$ cat src/rtl/sync_fifo_wrarb.sv
// Round-robin arbiter sharing one FIFO write port between NREQ packet requesters.
// Latency: grant 1 cycle after a request is seen in IDLE; first beat can be written in that grant cycle.
// Backpressure: fifo_full_i gates accept combinationally; the grant and beat count hold while full.
//
// Ports:
//   clk, rst                 single clock, synchronous active-high reset
//   req_valid/data/last      per-requester beat stream (requester i data at [i*DW +: DW])
//   req_ready                one-hot (or zero) accept strobe back to the requesters
//   fifo_full_i              FIFO full flag
//   fifo_wenable_o/wdata_o   FIFO write interface
//   gnt_o, busy_o            current owner (one-hot) and BUSY state indication
//   err_o, err_id_o          watchdog release pulse and the index it released
module sync_fifo_wrarb #(
    parameter int NREQ   = 4,
    parameter int IW     = 2,
    parameter int DW     = 32,
    parameter int MAXLEN = 64,
    parameter int LW     = 7
) (
    input  logic               clk,
    input  logic               rst,
    input  logic [NREQ-1:0]    req_valid,
    input  logic [NREQ*DW-1:0] req_data,
    input  logic [NREQ-1:0]    req_last,
    output logic [NREQ-1:0]    req_ready,
    input  logic               fifo_full_i,
    output logic               fifo_wenable_o,
    output logic [DW-1:0]      fifo_wdata_o,
    output logic [NREQ-1:0]    gnt_o,
    output logic               busy_o,
    output logic               err_o,
    output logic [IW-1:0]      err_id_o
);

    typedef enum logic {
        IDLE = 1'b0,
        BUSY = 1'b1
    } state_t;

    state_t        state;
    state_t        state_nxt;
    logic [IW-1:0] gnt_idx;
    logic [IW-1:0] gnt_idx_nxt;
    logic [IW-1:0] rr_ptr;
    logic [IW-1:0] rr_ptr_nxt;
    logic [LW-1:0] beat_cnt;
    logic [LW-1:0] beat_cnt_nxt;
    logic          err_q;
    logic          err_nxt;
    logic [IW-1:0] err_id_q;
    logic [IW-1:0] err_id_nxt;

    logic          any_valid;
    logic [IW-1:0] pick_idx;
    logic          in_busy;
    logic          cur_valid;
    logic          cur_last;
    logic          accept;
    logic          at_max;

    // Round-robin pick: scan rr_ptr, rr_ptr+1, ... modulo NREQ. The loop runs
    // from the farthest offset down so the nearest valid requester is the last
    // one assigned and therefore wins. The sum is one bit wider than an index
    // so the modulo wrap is exact for non-power-of-two NREQ.
    always_comb begin
        logic [IW:0] sum;
        any_valid = 1'b0;
        pick_idx  = '0;
        sum       = '0;
        for (int k = NREQ - 1; k >= 0; k--) begin
            sum = {1'b0, rr_ptr} + (IW+1)'(k);
            if (sum >= (IW+1)'(NREQ)) begin
                sum = sum - (IW+1)'(NREQ);
            end
            if (req_valid[sum[IW-1:0]]) begin
                any_valid = 1'b1;
                pick_idx  = sum[IW-1:0];
            end
        end
    end

    assign in_busy   = (state == BUSY) && !rst;
    assign cur_valid = req_valid[gnt_idx];
    assign cur_last  = req_last[gnt_idx];
    // Full goes straight into accept so a write is never issued while full.
    assign accept    = in_busy && cur_valid && !fifo_full_i;
    // Current beat is the MAXLEN-th one of this packet.
    assign at_max    = (beat_cnt == LW'(MAXLEN - 1));

    // Outputs are forced to zero during the reset cycle itself, not only after it.
    assign fifo_wenable_o = accept;
    assign req_ready      = accept ? (NREQ'(1) << gnt_idx) : '0;
    assign fifo_wdata_o   = in_busy ? req_data[gnt_idx*DW +: DW] : '0;
    assign gnt_o          = in_busy ? (NREQ'(1) << gnt_idx) : '0;
    assign busy_o         = in_busy;
    assign err_o          = err_q && !rst;
    assign err_id_o       = rst ? '0 : err_id_q;

    always_comb begin
        state_nxt    = state;
        gnt_idx_nxt  = gnt_idx;
        rr_ptr_nxt   = rr_ptr;
        beat_cnt_nxt = beat_cnt;
        err_nxt      = 1'b0;
        err_id_nxt   = err_id_q;
        case (state)
            IDLE: begin
                if (any_valid) begin
                    gnt_idx_nxt  = pick_idx;
                    beat_cnt_nxt = '0;
                    state_nxt    = BUSY;
                end
            end
            BUSY: begin
                if (accept) begin
                    beat_cnt_nxt = beat_cnt + LW'(1);
                    if (cur_last || at_max) begin
                        state_nxt  = IDLE;
                        rr_ptr_nxt = (gnt_idx == IW'(NREQ - 1)) ? '0 : gnt_idx + IW'(1);
                        // Release on the length limit without last is a watchdog event;
                        // last on the final allowed beat is an ordinary packet end.
                        if (!cur_last) begin
                            err_nxt    = 1'b1;
                            err_id_nxt = gnt_idx;
                        end
                    end
                end
            end
            default: begin
                state_nxt = IDLE;
            end
        endcase
    end

    always_ff @(posedge clk) begin
        if (rst) begin
            state    <= IDLE;
            gnt_idx  <= '0;
            rr_ptr   <= '0;
            beat_cnt <= '0;
            err_q    <= 1'b0;
            err_id_q <= '0;
        end else begin
            state    <= state_nxt;
            gnt_idx  <= gnt_idx_nxt;
            rr_ptr   <= rr_ptr_nxt;
            beat_cnt <= beat_cnt_nxt;
            err_q    <= err_nxt;
            err_id_q <= err_id_nxt;
        end
    end

endmodule

$ cat config.mk
export PLATFORM = sky130hd
export DESIGN_NAME = sync_fifo_wrarb
export DESIGN_NICKNAME = d
export VERILOG_FILES = /design/src/rtl/sync_fifo_wrarb.sv
export SDC_FILE = /design/constraint.sdc
export NUM_CORES = 1
export LEC_CHECK = 0
export CORE_AREA = 2 2 91 93
export DETAILED_ROUTE_END_ITERATION = 8
export DIE_AREA = 0 0 93 95
export HOLD_SLACK_MARGIN = 0.1
export PLACE_DENSITY_LB_ADDON = 0.15
export SYNTH_ARGS = -nofsm -noshare
export SYNTH_HDL_FRONTEND = slang
export SYNTH_SLANG_ARGS = --single-unit
export TNS_END_PERCENT = 50
$ cat constraint.sdc
create_clock -name clk -period 4.4 [get_ports clk]
set_input_delay 1.32 -clock clk [delete_from_list [all_inputs] [get_ports clk]]
set_output_delay 1.32 -clock clk [all_outputs]
set_load 0.05 [all_outputs]
==> flow_metrics.tcl <==
set metrics [dict create \
    power_frac_seq_pct 23.7 \
    status "finished clean" \
    hold_ws_ns 0.500 \
    syn_area_per_cell_um2 10.9 \
    remaining_drc_errors 0 \
    start_util_pct 24.3 \
    drt_iter0_markers 58 \
    clkTransAtPathRegs_ns 0.06 \
    hold_buffers 0 \
    setup_tns_ns 0 \
    portBuffers 183 \
    fmax_mhz 239 \
    cts_sinks 15 \
    core_um2 7930 \
    grt_use_total_pct 18.8 \
    synth_edf_count 0 \
    ys_warn_count 0 \
    end_kind "primary output" \
    synth_area_leaders "mux4_2 (36%), dfxtp_1 (16%), and2_1 (12%)" \
    tightest_slew_ns 0.809 \
    yosys-top-cells-count "and2_1 (37), mux4_2 (31), dfxtp_1 (15)" \
    post-cts-setup-buffers 0 \
    antenna_cells 0 \
    critPathKind "input pin to primary output" \
    wl_mm 8.73 \
    synth_nets 321 \
    internal_power_mw 0.441 \
    die_h_um 95 \
    crit_path_start_kind "input pin" \
    synthFlopType "dfxtp_1" \
    ios 184 \
    maxCapViolCount 0 \
    grt_pass1_vias 2163 \
    dieWidth_um 93 \
    relSlewSlack_pct 46.1 \
    ys_ff_latch 15 \
    clkPwrFrac_pct 17.5 \
    hold_path.class "flop to flop" \
    period_share_pct 95.1 \
    finalWeightedCongestion 0.738 \
    wl_per_cell_um 18.9 \
    fin_worst_skew_ns 0.000705 \
    via_count 2200 \
    drtAntennaViolNets 0 \
    power_density_nw_per_um2 148 \
    synthArstFlopShare_pct 0 \
    critPathArrivalTime_ns 2.86 \
    drive_gt1_share_pct 28.7 \
    setup_viol 0 \
    hpwl_mm 7.33 \
    layout.nets 501 \
    max-vdd-ir-drop_mv 0.154 \
    grt_max_degree 37 \
    hp-start "beat_cnt[1]" \
    clockRootBuffer "clkbuf_8" \
    path_max_fanout 9 \
    r2r-start "gnt_idx[0]" \
    switching_power_mw 0.203 \
    cts_tree "done" \
    worstSetupStartpoint "req_valid[3]" \
    grt_overflow 0 \
    pwr-share-comb_pct 58.7 \
    timing_hold_violations_final 0 \
    yosysMostFrequentCell "and2_1" \
    cts_resized 0 \
    cts_buffer_depth 2 \
    clock_latency_ns 0.25 \
    p_leak_nw 1.63 \
    syn_inst 177 \
    dr.pass1.iters 4 \
    slew_viol_final 0 \
    finalCriticalPeriod_ns 4.18 \
    grt_pass1_wl_mm 12.9 \
    rsz0062_at_grt "no" \
    swShare_pct 31.5 \
    cts_inserted_buffers 3 \
    synth_top_area_cell "mux4_2" \
    ys_seq_area_share_pct 15.6 \
    fp-row-count 33 \
    cp_data_required_time_ns 3.08 \
    synth_area_um2 1930 \
    h-tree-depth 1 \
    viasPerCell 4.77 \
    die-area_um2 8840 \
    synth_top_area_share_pct 36.2 \
    syn2layout_area_growth_pct 126 \
    ys_types 40 \
    antenna_found_initial 0 \
]
## cells in the final DEF (no fill, tap or decap), types with 3 or more instances in the layout
cell / count
nand3_1: 5
a21oi_1: 7
mux4_1: 3
clkbuf_8: 3
and3_2: 4
nand2_1: 4
inv_1: 9
mux4_2: 31
nor2b_1: 4
o21ai_0: 3
clkdlybuf4s50_1: 138
xor2_1: 3
dfxtp_1: 13
buf_4: 4
nor3_1: 3
nor2_1: 6
buf_12: 46
and2_1: 37
ha_1: 5
## worst max-delay path, stage by stage
cell	delay (ns)
clkdlybuf4s50_1	0.49
mux4_2	0.63
and3_2	0.28
buf_12	0.15
## registers in the layout, indices dropped and copies added (netlist names)
register  cells
state         1
rr_ptr        2
err_q         1
err_id_q      2
gnt_idx       2
beat_cnt      7
## routing by layer
layer	part of all wire (%)	vias to the layer above	global-route usage, %
li1	-	1036	-
met1	41	1059	24.7
met2	49	92	31.5
met3	7.9	13	4.63
met4	2.0	0	4.29
met5	0	-	0
## power groups by stage
stage	Sequential [mW]	Combinational, mW	Clock [mW]
3_3_place_gp	0.157	0.375	0
3_5_place_dp	0.157	0.380	0
2_1_floorplan	0.144	0.168	0
4_1_cts	0.154	0.382	0.115
5_1_grt	0.155	0.398	0.125
6_report	0.153	0.378	0.113
## through the flow
step / util [%] / cell area, um2 / setup WS (ns) / instances / total power, mW
6_report: 55.0 / 4360 / 0.216 / 461 / 0.644
3_3_place_gp: 54.4 / 4310 / 0.243 / 457 / 0.531
3_5_place_dp: 54.4 / 4310 / 0.223 / 457 / 0.537
5_1_grt: 55.0 / 4360 / 0.124 / 461 / 0.679
2_1_floorplan: - / 1930 / 0.217 / 177 / 0.312
4_1_cts: 55.0 / 4360 / 0.214 / 461 / 0.651
## worst paths after layout
| check | end | slack, ns | cells past startpoint |
|---|---|---|---|
| worst max-delay path | req_ready[3] | 0.22 | 4 |
| worst min-delay path | beat_cnt[1] | 0.50 | 2 |
| worst max register to register | err_id_q[0] | 1.94 | 4 |
| worst min register to register | beat_cnt[1] | 0.50 | 2 |
## cells by family (layout without fill, tap and decap cells)
kind of cell,Yosys count,after routing,share of synthesized area (%)
XOR/XNOR,3,3,1.36
adder cells (fa/ha/maj),5,5,3.24
AO/OA/AOI/OAI,18,18,6.10
multiplexers,38,38,43.0
flip-flops,15,15,15.6
buffers and inverters,22,201,6.23
AND/OR/NAND/NOR,76,76,24.5
## layout make-up
type | instances | area [um2]
Fill cell | 701 | 3570
Inverter | 9 | 33.8
Timing Repair Buffer | 188 | 2330
Clock inverter | 1 | 5.00
Tap cell | 105 | 131
Sequential cell | 15 | 303
Multi-Input combinational cell | 140 | 1510
Clock buffer | 3 | 41.3
(Power assumes the default switching activity.)
